### config.mk
export PLATFORM = sky130hd
export DESIGN_NAME = multi_word_compare
export DESIGN_NICKNAME = d
export VERILOG_FILES = /design/src/rtl/multi_word_compare.sv
export SDC_FILE = /design/constraint.sdc
export NUM_CORES = 1
export LEC_CHECK = 0
export ABC_AREA = 0
export CORE_ASPECT_RATIO = 0.75
export CORE_UTILIZATION = 35
export DETAILED_ROUTE_END_ITERATION = 10
export DONT_BUFFER_PORTS = 1
export PLACE_DENSITY = 0.58
export SETUP_SLACK_MARGIN = 0.15
export SLEW_MARGIN = 20
export SYNTH_ARGS = -nofsm -noshare
export SYNTH_HDL_FRONTEND = slang
export SYNTH_SLANG_ARGS = --single-unit
### constraint.sdc
create_clock -name clk -period 4.76 [get_ports clk]
set_input_delay 0.952 -clock clk [delete_from_list [all_inputs] [get_ports clk]]
set_output_delay 0.952 -clock clk [all_outputs]
set_load 0.005 [all_outputs]
### src/rtl/multi_word_compare.sv
// Multi-word compare / subtract engine.
//
// Operands arrive one word pair per accepted cycle, least-significant word first. Each word is
// subtracted as a + ~b + carry, with the carry chain starting at 1. CMP produces flags only. SUB
// also emits one difference word per accepted pair. The flags are latched when the final word is
// accepted and hold until the next completion.
//
// Ports:
//   clk, reset                    clock, asynchronous active-high reset
//   start_i, op_i                 begin operation (IDLE only); 0 = CMP, 1 = SUB
//   abort_i                       cancel the operation in progress (RUN only)
//   word_valid_i, a_word_i,
//   b_word_i                      operand word pair handshake and data
//   word_ready_o                  high in RUN
//   result_valid_o, result_word_o difference word pulse (SUB only)
//   word_index_o                  index of the next word expected
//   busy_o, done_o                RUN/DONE indicator, completion pulse
//   flag_*_o                      latched Z/N/C/V of the last completed operation
module multi_word_compare #(
   parameter int unsigned DATA_WIDTH = 8,
   parameter int unsigned NUM_WORDS  = 2,
   localparam int unsigned IDX_W     = (NUM_WORDS > 1) ? $clog2(NUM_WORDS) : 1
) (
   input  logic                  clk,
   input  logic                  reset,
   input  logic                  start_i,
   input  logic                  op_i,
   input  logic                  abort_i,
   input  logic                  word_valid_i,
   input  logic [DATA_WIDTH-1:0] a_word_i,
   input  logic [DATA_WIDTH-1:0] b_word_i,
   output logic                  word_ready_o,
   output logic                  result_valid_o,
   output logic [DATA_WIDTH-1:0] result_word_o,
   output logic [IDX_W-1:0]      word_index_o,
   output logic                  busy_o,
   output logic                  done_o,
   output logic                  flag_zero_o,
   output logic                  flag_negative_o,
   output logic                  flag_carry_o,
   output logic                  flag_overflow_o
);

   localparam logic [IDX_W-1:0] LAST_IDX = IDX_W'(NUM_WORDS - 1);

   typedef enum logic [1:0] {StIdle, StRun, StDone} state_e;

   state_e                state_q, state_d;
   logic                  accept;
   logic                  op_sub_q;
   logic [IDX_W-1:0]      idx_q;
   logic                  carry_q;
   logic                  zero_acc_q;
   logic                  result_valid_q;
   logic [DATA_WIDTH-1:0] result_word_q;
   logic                  flag_z_q, flag_n_q, flag_c_q, flag_v_q;

   logic [DATA_WIDTH:0]   sum;
   logic [DATA_WIDTH-1:0] diff;
   logic                  carry_out;
   logic                  last_word;

   // Subtraction by adding the inverted subtrahend; the carry out means "no borrow".
   assign sum       = {1'b0, a_word_i} + {1'b0, ~b_word_i} + {{DATA_WIDTH{1'b0}}, carry_q};
   assign diff      = sum[DATA_WIDTH-1:0];
   assign carry_out = sum[DATA_WIDTH];
   assign last_word = (idx_q == LAST_IDX);

   always_ff @(posedge clk or posedge reset) begin
      if (reset) begin
         state_q <= StIdle;
      end else begin
         state_q <= state_d;
      end
   end

   always_comb begin
      state_d      = state_q;
      accept       = 1'b0;
      word_ready_o = 1'b0;
      busy_o       = 1'b0;
      done_o       = 1'b0;
      unique case (state_q)
         StIdle: begin
            if (start_i) state_d = StRun;
         end
         StRun: begin
            word_ready_o = 1'b1;
            busy_o       = 1'b1;
            // Abort wins over a concurrent word so nothing is consumed on the way out.
            if (abort_i) begin
               state_d = StIdle;
            end else if (word_valid_i) begin
               accept = 1'b1;
               if (last_word) state_d = StDone;
            end
         end
         StDone: begin
            busy_o  = 1'b1;
            done_o  = 1'b1;
            state_d = StIdle;
         end
         default: state_d = StIdle;
      endcase
   end

   always_ff @(posedge clk or posedge reset) begin
      if (reset) begin
         op_sub_q       <= 1'b0;
         idx_q          <= '0;
         carry_q        <= 1'b0;
         zero_acc_q     <= 1'b0;
         result_valid_q <= 1'b0;
         result_word_q  <= '0;
         flag_z_q       <= 1'b0;
         flag_n_q       <= 1'b0;
         flag_c_q       <= 1'b0;
         flag_v_q       <= 1'b0;
      end else begin
         result_valid_q <= 1'b0;
         if (state_q == StIdle && start_i) begin
            op_sub_q   <= op_i;
            idx_q      <= '0;
            carry_q    <= 1'b1;
            zero_acc_q <= 1'b1;
         end
         if (state_q == StRun && abort_i) begin
            idx_q <= '0;
         end
         if (accept) begin
            carry_q    <= carry_out;
            zero_acc_q <= zero_acc_q & (diff == '0);
            if (op_sub_q) begin
               result_word_q  <= diff;
               result_valid_q <= 1'b1;
            end
            if (last_word) begin
               idx_q    <= '0;
               flag_z_q <= zero_acc_q & (diff == '0);
               flag_n_q <= diff[DATA_WIDTH-1];
               flag_c_q <= carry_out;
               flag_v_q <= (a_word_i[DATA_WIDTH-1] != b_word_i[DATA_WIDTH-1]) &&
                           (diff[DATA_WIDTH-1] != a_word_i[DATA_WIDTH-1]);
            end else begin
               idx_q <= idx_q + IDX_W'(1);
            end
         end
      end
   end

   assign result_valid_o  = result_valid_q;
   assign result_word_o   = result_word_q;
   assign word_index_o    = idx_q;
   assign flag_zero_o     = flag_z_q;
   assign flag_negative_o = flag_n_q;
   assign flag_carry_o    = flag_c_q;
   assign flag_overflow_o = flag_v_q;

endmodule
==> results.tsv, run 1 <==
stage	metric	value	unit
min_path	hold_depth	2	
floorplanning	initial_core_util	37.93	%
sta	report.final.hold_viol_count	0	
power_and_ir_drop	totalPowerFinal	550.5	uW
routing	wl_met2	948	um
floorplanning	pin_count	39	
clocking	cts-root-buf	clkbuf_8	
critical_path	regToRegEndpoint	flag_zero_o	
placed_design	placed_cells	164	
global_route	grt_use_total	14.09	%
global_route	grt_overflow_total	0	
critical_path	crit_path_max_incr_delay	0.44	ns
clocking	clk_path_buf_depth	2	
sta	tightest_slew	0.6885	ns
final_layout	stdcell_count	168	
sta	fin_crit_sh	55.29	%
logic_synthesis	yosys_warnings	0	
min_path	min_from	result_word_o[4]	
critical_path	rr_startpoint	carry_q	
min_path	min_to	result_word_o[4]	
clocking	clk_latency	0.25	ns
routing	post_drt_wl_per_cell	12.85	um
global_route	grt_pass1_wl	3.691	mm
logic_synthesis	synth_fp_nets	161	
power_and_ir_drop	ir_drop	0.1471	mV
floorplanning	core_area	3042	um^2
routing	vias	850	
final_layout	ff_latch_area	475.5	um^2
critical_path	critical_path_class	in -> reg	
logic_synthesis	yosys.cell_types.count	27	
clocking	path_clk_slew	0.07	ns
sta	tns	0	ns
critical_path	slowest_stage	fa_1	
routing	drtIter0Drc	45	
sta	rsz0062_at_grt	false	
sta	skew	0.003831	ns
global_route	grt_max_degree	20	
placed_design	place_congestion	0.7663	
clocking	postCtsSetupBuffers	0	
logic_synthesis	synth_area	1154	um^2
routing	routed_via_density	5.060	
power_and_ir_drop	p_per_area	442.6	nW/um^2
final_layout	drive_above_1_share	6.154	%
critical_path	cp_num_buf_inv	1	
critical_path	reg2reg_setup_slack	2.53	ns
sta	report.final.slew_viol_count	0	
routing	route.met3.wl	136	um
placed_design	port_buffers	0	
logic_synthesis	postSynthCellCount	127	
floorplanning	die_w	68.29	um
logic_synthesis	ys_seq_area_share	41.21	%
global_route	antenna_found_initial	0	
placed_design	hpwl	1.838	mm
final_layout	nFillCells	308	
logic_synthesis	avgSynthCellArea	9.084	um^2
final_layout	layout_commonest_cell	dfrtp_1	
final_layout	synthToLayoutAreaGrowth	7.809	%
critical_path	critPathTopFamily	adder cells	
clocking	cts_tree	built	
routing	drc	0	
routing	dr.pass1.iters	4	
clocking	ctsHoldBuffers	0	
critical_path	cp.required	4.94	ns
critical_path	cp_cell_sequence	inv_1, fa_1, fa_1, nand2b_1, a21oi_1, xor2_1, nor3b_1, o2111ai_1, o21ai_1	
floorplanning	die_h	51.72	um
critical_path	cp.arrival	2.81	ns
routing	drtAntennaViolNets	0	
critical_path	cp_max_fo	2	
min_path	worst_hold_path_type	reg -> reg	
critical_path	startpoint_type	input pin	
critical_path	endpoint_kind	register	
sta	finalSetupViolCount	0	
floorplanning	rows	17	
critical_path	cpMostUsedCell	fa_1	
final_layout	diodes	0	
job	drv_cap	0	
global_route	grt_pass1_vias	853	
clocking	cts_buffers	3	
logic_synthesis	ys_ff_latch	19	
final_layout	multi_input_area	614.3	um^2
final_layout	fin_nets	165	
outcome	status	completed	
clocking	htreeDepth	1	
routing	drt-met1-wl	1.074	mm
power_and_ir_drop	leakage	0.5999	nW
sta	fin_crit	2.632	ns
routing	wl	2.159	mm
sta	fmax	379.9	MHz
logic_synthesis	synth_edf_count	0	
logic_synthesis	synthFlopType	dfrtp_1	
logic_synthesis	async_flop_share	100.0	%
clocking	cts.sinks	19	
critical_path	reg2reg_depth	9	
floorplanning	dieArea	3532	um^2
clocking	cts_resized	0	
routing	routed.top_layer	met3	
sta	relSlewSlack	54.05	%
final_layout	layout_common_cells	dfrtp_1 (19), nand2_1 (18), inv_1 (16), o21ai_0 (14), a21oi_1 (11)	
[sequential cells by signal, indices dropped and copies added, names as in the netlist]
name and count:
result_word_o 8, op_sub_q 1, flag_negative_o 1, flag_carry_o 1
word_index_o 1, flag_zero_o 1, result_valid_o 1, carry_q 1
flag_overflow_o 1, state_q 2, zero_acc_q 1
[tightest hold or removal path: stages (launching register included)]
cell	delay, ns
dfrtp_1	0.36
nand2_1	0.06
nand2_1	0.06
[worst max path at each step]
stage | to | cells past startpoint | startpoint | slack (ns)
floorplan | flag_zero_o | 9 | a_word_i[0] | 2.04
global placement | flag_zero_o | 9 | a_word_i[0] | 1.94
detailed placement | flag_zero_o | 9 | a_word_i[0] | 1.85
CTS | flag_zero_o | 9 | a_word_i[0] | 2.12
global route | zero_acc_q | 9 | a_word_i[0] | 1.89
finish | flag_zero_o | 9 | a_word_i[0] | 2.13
[metrics by stage]
stage | hold WS (ns) | worst slack [ns] | util, % | cell area (um^2)
2_1_floorplan | 0.4698 | 2.039 | - | 1154
3_3_place_gp | 0.4894 | 1.937 | 39.37 | 1197
3_5_place_dp | 0.4974 | 1.846 | 39.37 | 1197
4_1_cts | 0.5152 | 2.122 | 40.89 | 1244
5_1_grt | 0.5408 | 1.892 | 40.89 | 1244
6_report | 0.5069 | 2.128 | 40.89 | 1244
[Yosys cell counts, types with 2 or more instances]
cell | count | share of area [%]
xor2_1 | 4 | 3.0
o21a_1 | 3 | 2.0
nor2_1 | 5 | 1.6
fa_1 | 2 | 3.5
ha_1 | 10 | 11
dfrtp_1 | 19 | 41
o21ai_0 | 14 | 6.1
nand2_1 | 18 | 5.9
nand2b_1 | 5 | 2.7
o31ai_1 | 3 | 2.0
a21oi_1 | 11 | 4.8
o21ai_1 | 3 | 1.3
inv_1 | 16 | 5.2
[logic make-up (layout without fill, tap and decap cells)]
group	count (synthesis)	count (layout)	share of synthesized area [%]
XOR/XNOR	5	5	3.796
buffers and inverters	17	20	5.531
adder cells (fa/ha/maj)	12	12	14.32
AND/OR/NAND/NOR	36	36	14.53
AO/OA/AOI/OAI	37	37	19.63
multiplexers	1	1	0.9761
flip-flops	19	19	41.22
[power breakdown]
group | total, mW | internal [mW] | switching [mW]
clock network | 0.108 | 0.0580 | 0.0500
logic | 0.171 | 0.0713 | 0.0992
registers | 0.272 | 0.225 | 0.0469
total | 0.550 | 0.354 | 0.196
[routing by layer]
metal	GRT usage, %	vias to the layer above
met3	5.263	0
met4	2.431	0
li1	-	437
met2	21.24	24
met5	0	-
met1	19.24	389
[area by class of cell]
type / instances / share of cell area [%]
clock inverters: 1 / 0.4024
inverters: 16 / 4.829
flip-flops and latches: 19 / 38.23
multi-input cells: 91 / 49.40
clock buffers: 3 / 3.320
well taps: 38 / 3.823
Power figures use the tool's default switching activity.
==> run 2, diff against run 1 <==
==> constraint.sdc (replaced) <==
create_clock -name clk -period 2.45 [get_ports clk]
set_input_delay 0.49 -clock clk [delete_from_list [all_inputs] [get_ports clk]]
set_output_delay 0.49 -clock clk [all_outputs]
set_load 0.005 [all_outputs]
==> run 2 against run 1 <==
Against the previous run:
- register-to-register slack worse by 2.2 ns
- first-iteration DRC count up 27%
- largest power group unchanged
- utilization up 1.0 points
- total power up 99%
- global-route usage grew 0.33 points
- highest routed layer is now met4
- count of clock-buffer cells in the layout up 1
==> results.tsv, run 2 (synthesis results as in run 1) <==
stage	metric	value	unit	change
outcome	status	completed		unchanged
clocking	cts.sinks	19		unchanged
sta	report.final.hold_viol_count	0		unchanged
placed_design	port_buffers	0		unchanged
final_layout	ff_latch_area	475.5	um^2	unchanged
critical_path	rr_startpoint	carry_q		unchanged
power_and_ir_drop	p_sw	394.5	uW	was 196.1 uW
min_path	worst_hold_path_type	in -> async		was reg -> reg
routing	routed_via_density	5.195		was 5.060
clocking	htreeDepth	1		unchanged
placed_design	place_congestion	0.7662		was 0.7663
critical_path	cpMostUsedCell	fa_2		was fa_1
routing	drtAntennaViolNets	0		unchanged
sta	relSlewSlack	53.64	%	was 54.05%
sta	fin_crit	2.115	ns	
routing	vias	878		was 850
sta	tns	0	ns	unchanged
power_and_ir_drop	internal-power	701.7	uW	was 354.3 uW
critical_path	reg2reg_setup_slack	0.34	ns	was 2.53 ns
critical_path	reg2reg_depth	9		unchanged
routing	drc	0		unchanged
final_layout	final_util	41.92	%	was 40.89%
routing	wl	2.277	mm	was 2.159 mm
clocking	ctsHoldBuffers	0		unchanged
critical_path	cp_num_buf_inv	1		unchanged
job	drv_cap	0		unchanged
sta	skew	0.002213	ns	was 0.003831 ns
sta	report.final.slew_viol_count	0		unchanged
final_layout	drive_above_1_share	10.69	%	was 6.154%
floorplanning	rows	17		unchanged
global_route	antenna_found_initial	0		unchanged
power_and_ir_drop	p_per_area	859.8	nW/um^2	was 442.6 nW/um^2
placed_design	hpwl	1.832	mm	was 1.838 mm
critical_path	cp.required	2.63	ns	was 4.94 ns
critical_path	critical_path_class	reg -> reg		was in -> reg
power_and_ir_drop	totalPowerFinal	1.096	mW	was 550.5 uW
placed_design	placed_cells	164		unchanged
final_layout	layout_common_cells	dfrtp_1 (19), nand2_1 (18), inv_1 (16), o21ai_0 (12)		was dfrtp_1 (19), nand2_1 (18), inv_1 (16), o21ai_0 (14), a21oi_1 (11)
power_and_ir_drop	clockPowerShare	19.7	%	was 19.6%
critical_path	cp_cell_sequence	inv_1, fa_2, fa_2, nand2b_1, a21oi_2, xor2_1, nor3b_2, o2111ai_2, o21ai_1		was inv_1, fa_1, fa_1, nand2b_1, a21oi_1, xor2_1, nor3b_1, o2111ai_1, o21ai_1
sta	finalSetupViolCount	0		unchanged
routing	post_drt_wl_per_cell	13.47	um	was 12.85 um
global_route	grt-busiest-layer	met2		unchanged
clocking	clk_latency	0.25	ns	about the same
global_route	grt_pass1_wl	3.657	mm	was 3.691 mm
critical_path	slowest_stage	fa_2		was fa_1
power_and_ir_drop	combPwrFrac	32.1	%	was 31.0%
global_route	gr-usage-met2	21.41	%	was 21.24%
critical_path	startpoint_type	register		was input pin
floorplanning	die_w	68.29	um	unchanged
sta	fmax	472.9	MHz	
global_route	grt_use_total	14.43	%	was 14.09%
power_and_ir_drop	leakage	0.6001	nW	was 0.5999 nW
floorplanning	pin_count	39		unchanged
floorplanning	core_area	3042	um^2	unchanged
global_route	grt_pass1_vias	832		was 853
critical_path	cp_max_fo	2		unchanged
final_layout	fin_nets	166		was 165
floorplanning	dieArea	3532	um^2	unchanged
power_and_ir_drop	seqPwrFrac	48.3	%	was 49.4%
clocking	cts_tree	built		unchanged
floorplanning	initial_core_util	37.93	%	unchanged
sta	timing.hold.ws	0.2264	ns	was 0.5069 ns
power_and_ir_drop	ir_drop	0.2904	mV	was 0.1471 mV
global_route	grt_overflow_total	0		unchanged
critical_path	critPathTopFamily	adder cells		unchanged
clocking	cts_buffers	3		unchanged
final_layout	multi_input_area	639.4	um^2	was 614.3 um^2
global_route	grtUsageMet3	5.921	%	was 5.263%
clocking	path_clk_slew	0.07	ns	about the same
final_layout	stdcell_count	169		was 168
global_route	grt_max_degree	20		unchanged
critical_path	endpoint_kind	register		unchanged
final_layout	diodes	0		unchanged
final_layout	layout_commonest_cell	dfrtp_1		unchanged
clocking	cts-root-buf	clkbuf_8		unchanged
final_layout	nFillCells	317		was 308
critical_path	crit_path_max_incr_delay	0.35	ns	was 0.44 ns
sta	fin_crit_sh	86.32	%	
power_and_ir_drop	switching_share	35.99	%	was 35.63%
sta	rsz0062_at_grt	false		unchanged
final_layout	largest_reg_flops	8		unchanged
routing	dr.pass1.iters	4		unchanged
sta	tightest_slew	0.6947	ns	was 0.6885 ns
floorplanning	die_h	51.72	um	unchanged
critical_path	regToRegEndpoint	flag_zero_o		unchanged
routing	drtIter0Drc	57		was 45
global_route	grtUsageMet1	18.72	%	was 19.24%
critical_path	cp.arrival	2.30	ns	was 2.81 ns
final_layout	synthToLayoutAreaGrowth	10.52	%	was 7.809%
clocking	clk_path_buf_depth	2		unchanged
run 2: cell count changes in the layout (fill, tap and decap cells not counted), moves of 2 or more:
| cell | previous run | this run |
|---|---|---|
| fa_1 | 2 | 0 |
| fa_2 | 0 | 2 |
| o21ai_0 | 14 | 12 |
| o21ai_1 | 3 | 5 |
run 2: power groups by stage:
stage | registers [mW] | logic [mW] | clock network [mW]
after floorplan | 0.509 | 0.276 | 0
after global placement | 0.535 | 0.327 | 0
after detailed placement | 0.538 | 0.334 | 0
after CTS | 0.533 | 0.336 | 0.223
after global routing | 0.546 | 0.415 | 0.240
final | 0.529 | 0.352 | 0.215
run 2: metrics by stage:
stage	worst slack (ns)	instance area [um^2]
finish	0.3352	1275
global route	0.1479	1275
CTS	0.2220	1242
detailed placement	0.006950	1197
global placement	0.08868	1197
floorplan	0.1906	1154
run 2: worst max path at each step:
stage	start	endpoint	slack [ns]	depth (start not counted)
floorplan	a_word_i[0]	flag_zero_o	0.19	9
global placement	a_word_i[0]	flag_zero_o	0.09	9
detailed placement	a_word_i[0]	flag_zero_o	0.007	9
CTS	carry_q	flag_zero_o	0.22	9
global route	carry_q	flag_zero_o	0.15	9
finish	carry_q	flag_zero_o	0.34	9
run 2: final cells by class:
class	instances	share of cell area, %
repair buffers	1	0.5888
multi-input cells	91	50.15
well taps	38	3.729
clock buffers	4	3.533
inverters	16	4.711
flip-flops and latches	19	37.29
run 2: metal layers:
layer | vias up | part of all wire, %
met2 | 27 | 46
met1 | 411 | 47
met3 | 2 | 6.4
met4 | 0 | 0.35
li1 | 438 | -
met5 | - | 0
run 2: what timing repair did:
item / 4_1_cts / 5_1_grt
resized for setup: 0 / 8
endpoints found under the setup margin: 0 / 3
hold endpoints to repair: 0 / 0
setup buffers: 0 / 1
run 2: worst reg2reg max path: stages, from the launching register on:
cell	delay [ns]
dfrtp_1	0.32
inv_1	0.07
fa_2	0.35
fa_2	0.35
nand2b_1	0.18
a21oi_2	0.14
xor2_1	0.11
nor3b_2	0.23
o2111ai_2	0.16
o21ai_1	0.15
